$ cat config.mk
export PLATFORM = sky130hd
export DESIGN_NAME = mips_debug_ctrl
export DESIGN_NICKNAME = d
export VERILOG_FILES = /design/src/rtl/mips_debug_pkg.sv /design/src/rtl/mips_dump_serializer.sv /design/src/rtl/mips_debug_ctrl.sv
export SDC_FILE = /design/constraint.sdc
export NUM_CORES = 1
export LEC_CHECK = 0
export ABC_AREA = 1
export CAP_MARGIN = 5
export CORE_MARGIN = 5
export CORE_UTILIZATION = 55
export DETAILED_ROUTE_END_ITERATION = 10
export PLACE_DENSITY = 0.82
export SETUP_SLACK_MARGIN = 0.02
export SLEW_MARGIN = 20
export SYNTH_ARGS = -nofsm -noshare
export SYNTH_HDL_FRONTEND = slang
export SYNTH_HIERARCHICAL = 1
export SYNTH_SLANG_ARGS = --single-unit
$ cat constraint.sdc
create_clock -name clk -period 3.2 [get_ports clk]
set_clock_uncertainty 0.2 [all_clocks]
set_input_delay 0.64 -clock clk [delete_from_list [all_inputs] [get_ports clk]]
set_output_delay 0.64 -clock clk [all_outputs]
set_load 0.05 [all_outputs]
$ cat src/rtl/mips_debug_pkg.sv
// mips_debug_pkg: shared states, host command codes and default widths for the MIPS debug controller
package mips_debug_pkg;
  localparam int NB_BYTE_DEF = 8;
  localparam int NB_DUMP_DEF = 304;
  localparam int NB_INST_DEF = 32;
  typedef enum logic [2:0] {IDLE, LOAD_CNT, LOAD_BYTE, LOAD_WR, RUN, STEP, DUMP, ACK} state_t;
  localparam logic [7:0] CMD_LOAD  = 8'h4C;
  localparam logic [7:0] CMD_RUN   = 8'h52;
  localparam logic [7:0] CMD_STEP  = 8'h53;
  localparam logic [7:0] CMD_DUMP  = 8'h44;
  localparam logic [7:0] CMD_RESET = 8'h58;
  localparam logic [7:0] ACK_CODE  = 8'h4B;
endpackage

$ cat src/rtl/mips_dump_serializer.sv
// mips_dump_serializer: captures a vector on start and streams its top n_bytes bytes MSB first over a valid/ready link
module mips_dump_serializer #(
  parameter int NB_BYTE = 8,
  parameter int NB_VEC  = 304
) (
  input  logic              clk,
  input  logic              i_reset,
  input  logic              start,
  input  logic [NB_VEC-1:0] vec,
  input  logic [5:0]        n_bytes,
  input  logic              tx_ready,
  output logic [NB_BYTE-1:0] tx_data,
  output logic              tx_valid,
  output logic              done
);
  logic [NB_VEC-1:0] snap;
  logic [5:0] left;
  assign tx_data = snap[NB_VEC-1 -: NB_BYTE];
  // snapshot on start, then shift one byte out per accepted handshake; done pulses after the last one
  always_ff @(posedge clk) begin
    if (i_reset) begin
      snap <= '0;
      left <= '0;
      tx_valid <= 1'b0;
      done <= 1'b0;
    end else begin
      done <= 1'b0;
      if (start) begin
        snap <= vec;
        left <= n_bytes;
        tx_valid <= 1'b1;
      end else if (tx_valid && tx_ready) begin
        snap <= snap << NB_BYTE;
        left <= left - 6'd1;
        tx_valid <= left != 6'd1;
        done <= left == 6'd1;
      end
    end
  end
endmodule

$ cat src/rtl/mips_debug_ctrl.sv
// mips_debug_ctrl: host-link sequencer that loads, runs, steps and dumps the pipelined MIPS core
module mips_debug_ctrl
  import mips_debug_pkg::*;
#(
  parameter int NB_BYTE = NB_BYTE_DEF,
  parameter int NB_DUMP = NB_DUMP_DEF,
  parameter int NB_INST = NB_INST_DEF
) (
  input  logic               clk,
  input  logic               i_reset,
  input  logic [NB_BYTE-1:0] i_rx_data,
  input  logic               i_rx_valid,
  output logic [NB_BYTE-1:0] o_tx_data,
  output logic               o_tx_valid,
  input  logic               i_tx_ready,
  output logic               o_we_IF,
  output logic [NB_INST-1:0] o_instruction_data,
  output logic [NB_INST-1:0] o_instruction_addr,
  output logic               o_step,
  output logic               o_mips_reset,
  input  logic               i_end,
  input  logic [NB_DUMP-1:0] i_dump,
  output logic               o_busy
);
  localparam logic [5:0] DUMP_BYTES = 6'(NB_DUMP / NB_BYTE);
  state_t state;
  logic [7:0] k, n;
  logic [1:0] nbyte;
  logic [NB_INST-NB_BYTE-1:0] word;
  logic ser_start, ser_done;
  logic [NB_DUMP-1:0] ser_vec;
  logic [5:0] ser_len;
  assign o_busy = state != IDLE;
  assign ser_vec = state == ACK ? {ACK_CODE, {(NB_DUMP-NB_BYTE){1'b0}}} : i_dump;
  assign ser_len = state == ACK ? 6'd1 : DUMP_BYTES;
  mips_dump_serializer #(.NB_BYTE(NB_BYTE), .NB_VEC(NB_DUMP)) u_ser (
    .clk(clk),
    .i_reset(i_reset),
    .start(ser_start),
    .vec(ser_vec),
    .n_bytes(ser_len),
    .tx_ready(i_tx_ready),
    .tx_data(o_tx_data),
    .tx_valid(o_tx_valid),
    .done(ser_done)
  );
  // command sequencer: decode in IDLE, assemble and write instructions, gate the core clock-enable, launch responses
  always_ff @(posedge clk) begin
    if (i_reset) begin
      state <= IDLE;
      k <= '0;
      n <= '0;
      nbyte <= '0;
      word <= '0;
      o_we_IF <= 1'b0;
      o_instruction_data <= '0;
      o_instruction_addr <= '0;
      o_step <= 1'b1;
      o_mips_reset <= 1'b0;
      ser_start <= 1'b0;
    end else begin
      o_we_IF <= 1'b0;
      o_mips_reset <= 1'b0;
      ser_start <= 1'b0;
      case (state)
        IDLE: if (i_rx_valid) begin
          case (i_rx_data)
            CMD_LOAD: state <= LOAD_CNT;
            CMD_RUN: begin
              state <= RUN;
              o_step <= i_end;
            end
            CMD_STEP: begin
              state <= STEP;
              o_step <= i_end;
            end
            CMD_DUMP: begin
              state <= DUMP;
              ser_start <= 1'b1;
            end
            CMD_RESET: begin
              state <= ACK;
              ser_start <= 1'b1;
              o_mips_reset <= 1'b1;
            end
            default: ;
          endcase
        end
        LOAD_CNT: if (i_rx_valid) begin
          n <= i_rx_data;
          k <= '0;
          nbyte <= '0;
          state <= i_rx_data == '0 ? ACK : LOAD_BYTE;
          ser_start <= i_rx_data == '0;
        end
        LOAD_BYTE: if (i_rx_valid) begin
          word <= {word[NB_INST-2*NB_BYTE-1:0], i_rx_data};
          nbyte <= nbyte + 2'd1;
          if (nbyte == 2'd3) begin
            state <= LOAD_WR;
            o_we_IF <= 1'b1;
            o_instruction_data <= {word, i_rx_data};
            o_instruction_addr <= NB_INST'({k, 2'b00});
          end
        end
        LOAD_WR: begin
          k <= k + 8'd1;
          state <= k + 8'd1 == n ? ACK : LOAD_BYTE;
          ser_start <= k + 8'd1 == n;
        end
        RUN: begin
          o_step <= i_end;
          if (i_end) begin
            state <= DUMP;
            ser_start <= 1'b1;
          end
        end
        STEP: begin
          o_step <= 1'b1;
          state <= DUMP;
          ser_start <= 1'b1;
        end
        DUMP, ACK: if (ser_done) state <= IDLE;
        default: state <= IDLE;
      endcase
    end
  end
endmodule
# After elaboration in Yosys (flattened, before gate mapping)
# Cells that the tools add are included.
[word_totals]
reg_bits = 401
in_bits = 317
output_inout_bits = 77
wordCells = 100
[op_classes]
addsub = 3
eq_ne = 24
n_mux = 33
n_bitwise = 4
n_reduce_logical = 21
[op_table]
columns = ["operator", "count"]
rows = [
  ["2-to-1 mux 304 bit", 3],
  ["equality test 8 x 7 -> 1 bit, second input constant", 5],
  ["2-to-1 mux 3 bit", 8],
  ["case mux 3 bit (7 select lines)", 1],
  ["2-to-1 mux 6 bit", 3],
  ["case mux 8 bit (2 select lines)", 1],
  ["case mux 3 bit (5 select lines)", 1],
  ["equality test 3 bit, second input constant", 4],
  ["inequality test 2 bit, second input constant", 6],
  ["inequality test 6 x 1 -> 1 bit, second input constant", 2],
  ["2-to-1 mux 1 bit", 10],
  ["AND reduction 3 bit", 3],
  ["OR reduction 3 bit", 3],
  ["adder 8 x 1 -> 8 bit, second input constant", 1],
  ["equality test 8 bit", 1],
  ["logical NOT 8 bit", 1],
  ["2-to-1 mux 8 bit", 1],
  ["AND reduction 7 bit", 1],
  ["equality test 3 x 2 -> 1 bit, second input constant", 2],
  ["equality test 6 x 1 -> 1 bit, second input constant", 1],
  ["AND reduction 2 bit", 3],
  ["nonzero test 2 bit", 3],
  ["nonzero test 3 bit", 2],
  ["OR reduction 2 bit", 3],
  ["other kinds (12)", 16],
]

# Longest topological paths before layout
# Gate-level depths: netlist (run 1).
[depth]
word_depth = 5
mapped_depth = 13
mapped_depth_nobuf = 12

# Modules after synthesis
# The synthesis (run 1) kept the hierarchy.
[by_module_without_submodules]
columns = ["mod", "instances", "cells_per_inst", "area_per_inst_um2", "seq_area_each_um2"]
rows = [
  ["mips_dump_serializer", 1, 1651, 12602.1, 6246.0],
  ["mips_debug_ctrl", 1, 1161, 6377.4, 1781.7],
]

# Worst setup path before layout (run 1)
# OpenSTA, ideal clock, no wires.
[synth_timing]
path_type = "in2reg"
startpoint = "input port i_rx_data[7]"
endpoint = "register state[1]"
t_arrival_ps = 1607
required_ps = 2871
setup_slack_ps = 1264
stages = 8
cell_sequence = "inv_1 -> nand2_1 -> nor3_1 -> nand3_1 -> nand3_1 -> o21ai_1 -> o21ai_0 -> a21oi_1"
[synth_via]
elab_chain_cells = 4
word_cells_on_any_way = 10
cone_classes = "eq/ne (6); mux (3); reduce/logical (1)"
[synth_lines]
columns = ["element", "line_no", "rtl"]
rows = [
  ["from (decl)", "mips_debug_ctrl.sv:11", "input logic [NB_BYTE-1:0] i_rx_data,"],
  ["equality test 8 x 7 -> 1 bit", "mips_debug_ctrl.sv:67", "case (i_rx_data)"],
  ["case mux 3 bit (5 select lines)", "mips_debug_ctrl.sv:67", ""],
  ["2-to-1 mux 3 bit", "mips_debug_ctrl.sv:66", "IDLE: if (i_rx_valid) begin"],
  ["case mux 3 bit (7 select lines)", "mips_debug_ctrl.sv:65", "case (state)"],
  ["to (signal assigned)", "mips_debug_ctrl.sv:93", "state <= i_rx_data == '0 ? ACK : LOAD_BYTE;"],
  ["to (signal assigned)", "mips_debug_ctrl.sv:108", "state <= k + 8'd1 == n ? ACK : LOAD_BYTE;"],
  ["to (decl)", "mips_debug_ctrl.sv:26", "state_t state;"],
]
# Parallel ways exist; a longest one is shown, timed or not. The select of a mux whose other input is x is not followed.
# A chain may end at the register's enable or synchronous reset.

# Worst setup path in the final report (run 1)
[layout_timing]
startpoint = "register state[1]"
endpoint = "output port o_busy"
[layout_via]
elab_chain_cells = 1
[layout_lines]
columns = ["element", "line_no", "rtl"]
rows = [
  ["nonzero test 3 bit", "mips_debug_ctrl.sv:33", "assign o_busy = state != IDLE;"],
  ["to (decl)", "mips_debug_ctrl.sv:23", "output logic o_busy"],
]
# No other way between the ends.

==> results of run 1 <==
## cell type report
| cell class | instances | area, µm² | area share |
|---|---|---|---|
| multi-input cells | 1838 | 8330 | 0.352 |
| flip-flops and latches | 401 | 8030 | 0.339 |
| repair buffers | 393 | 4040 | 0.171 |
| inverters | 373 | 1420 | 0.0600 |
| clock buffers | 59 | 1180 | 0.0500 |
| well taps | 455 | 569 | 0.0240 |
| clock inverters | 11 | 90.1 | 0.00381 |
| diodes | 3 | 7.51 | 0.000317 |
## logic make-up after synthesis
group | after synthesis | share of synthesized area
AOI/OAI and AO/OA | 526 | 0.166
xor gates and xnor gates | 1 | 0.000462
adders and majority gates | 7 | 0.00461
buffers and inverters | 598 | 0.143
DFF | 401 | 0.423
other | 1 | 0.000198
and+or+nand+nor | 1278 | 0.263
## worst register-to-register path: cells and delay by family, from the launching register on
kind / cells / cell delay, ns
compound gates: 1 / 0.20
flops: 1 / 0.37
buf+inv: 5 / 1.31
simple gates: 3 / 0.32
## registers in the layout (all words and copies together) (netlist names), 2 cells and up
name and count:
nbyte 2, o_instruction_addr 8, n 8, k 8
u_ser/left 6, o_instruction_data 32, u_ser/snap 304, state 3
word 24
## worst paths after layout
check / cells past startpoint / slack, ns / start / end
worst min-delay path: 2 / 0.26 / u_ser/snap[171] / u_ser/snap[171]
worst min register to register: 2 / 0.26 / u_ser/snap[171] / u_ser/snap[171]
worst max register to register: 9 / 0.72 / state[2] / u_ser/snap[14]
worst max-delay path: 3 / 0.20 / state[1] / o_busy
## power by group
group | switching, mW | total, mW | internal, mW | leakage, nW
registers | 0.224 | 5.59 | 5.36 | 3.24
clock network | 1.94 | 4.58 | 2.65 | 0.631
logic | 1.51 | 2.47 | 0.959 | 6.12
total | 3.67 | 12.6 | 8.97 | 9.99
## synth_stat cells (all sizes together)
library cell  number
a21oi            141
a22oi             74
a31oi            224
buf              154
clkbuf            71
clkinv             2
conb               1
dfxtp            401
ha                 7
inv              371
nand2           1136
nand3             65
nand4              8
nor2              58
nor3               5
nor3b              1
nor4               1
o211ai             2
o21ai             83
o21bai             1
o31ai              1
or2                4
xnor2              1
## per-layer routing
layer | vias to the layer above | wire, µm | share of wire | global-route usage
li1 | 9297 | - | - | -
met1 | 8580 | 22500 | 0.42 | 0.350
met2 | 748 | 24800 | 0.47 | 0.426
met3 | 126 | 3940 | 0.074 | 0.0388
met4 | 2 | 1740 | 0.033 | 0.0985
met5 | - | 13 | 0.00025 | 0
## metrics by stage
| step | setup slack, ns | power (mW) | util | hold slack, ns |
|---|---|---|---|---|
| floorplan | 1.26 | 7.33 | - | 0.230 |
| global placement | 0.535 | 8.02 | 0.653 | 0.250 |
| detailed placement | 0.416 | 8.10 | 0.653 | 0.256 |
| CTS | 0.215 | 12.7 | 0.690 | 0.265 |
| global route | 0.146 | 13.2 | 0.690 | 0.282 |
| finish | 0.201 | 12.6 | 0.690 | 0.265 |
==> qor.txt, run 1 <==
Vias/cell: 5.31
most frequent cells in the layout: nand2_1, dfxtp_1, clkdlybuf4s50_1
placed inst area: 22400 µm²
layout filler cell count: 2836
Synth area leaders: dfxtp_1, nand2_1, a31oi_1
Crit path max-delay family: buffers and inverters
post-CTS resize count: 0
relative slew slack: 0.270
crit path DAT: 2.16 ns
Routed Antenna Nets: 0
Worst Path Buf+Inv: 2
setup-violating endpoint count in the final report: 0
row cnt: 68
hpwl dp: 35300 µm
status: finished clean
post-CTS setup repair buffer count: 0
Final Non-Filler Cells: 3533
port bufs: 369
maximum vdd drop: 0.000381 V
worst-path fanout max: 6
Hold WC Path Type: reg -> reg
worst-margin pin slew: 1.09 ns
cells along the critical path: inv_1 > nand2_1 > clkdlybuf4s50_1
Critical Path RT: 2.36 ns
die area: 38300 µm²
synthesized area: 19000 µm²
slowest CP cell: clkdlybuf4s50_1
FMAX: 333 MHz
H-tree depth: 2
dominant cell type by area after synthesis: dfxtp_1
post-route clock period utilization: 0.937
post-route cell area: 23700 µm²
io pins: 394
Yosys reg bits: 401
# nets final: 3372
placer congestion estimate: 0.908
All-Layer GR Usage: 0.260
CTS max path bufs: 3
die height: 196 µm
critical path launch point type: register
layout cells sized above 1: 0.0377
Pwr Density: 534 nW/µm²
clk root buf: clkbuf_16
vias in the first global route: 17.7k
CTS tree: yes
most common cell after layout, fill and taps aside: nand2_1
CP Capture Type: primary output
first-pass GRT wire length: 85700 µm
clk slew on worst S/H paths: 0.06 ns
synthesized area per cell: 6.75 µm²
largest net degree at the start of global routing: 206
Final min period: 3.00 ns
Final Hold Vio Count: 0
# clock sinks: 401
number of buffers created by CTS: 41
register area share after synthesis: 0.423
DR vias: 18.8k
yosys synthesis warning count: 6
critical path type: reg -> out
max cap viols: 0
P&R area growth vs syn: 24.7%
iteration-0 DRC count of the detailed router: 1607
Cells after Synth: 2812
Starting Density: 0.554
total negative slack: 0 ns
initial antenna violation count: 4
Residual DRC: 0
post-synth top area share: 0.423
GRT Residual Overflow: 0
Leakage: 9.99 nW
drt pass-1 iters: 7
post-synth cell types: 37
CP max stage delay: 0.88 ns
Slew Limit Fails: 0
Clk Latency, worst-skew pair: 0.53 ns
wire per inst: 15.0 µm
total length of routed wires: 53000 µm
Die X: 196 µm
core box area: 34300 µm²
Placed Instances: 3460
RSZ-0062 raised after global routing: false
CTS Hold Bufs: 0
Power figures use the tool's default switching activity.
==> inputs of run 2 (changes only) <==
--- a/config.mk
+++ b/config.mk
@@ -6,7 +6,6 @@
 export NUM_CORES = 1
 export LEC_CHECK = 0
 export ABC_AREA = 1
-export CAP_MARGIN = 5
 export CORE_MARGIN = 5
 export CORE_UTILIZATION = 55
 export DETAILED_ROUTE_END_ITERATION = 10
==> results of run 2 <==
No change in the layout: final DEF, timing and power equal those of run 1.
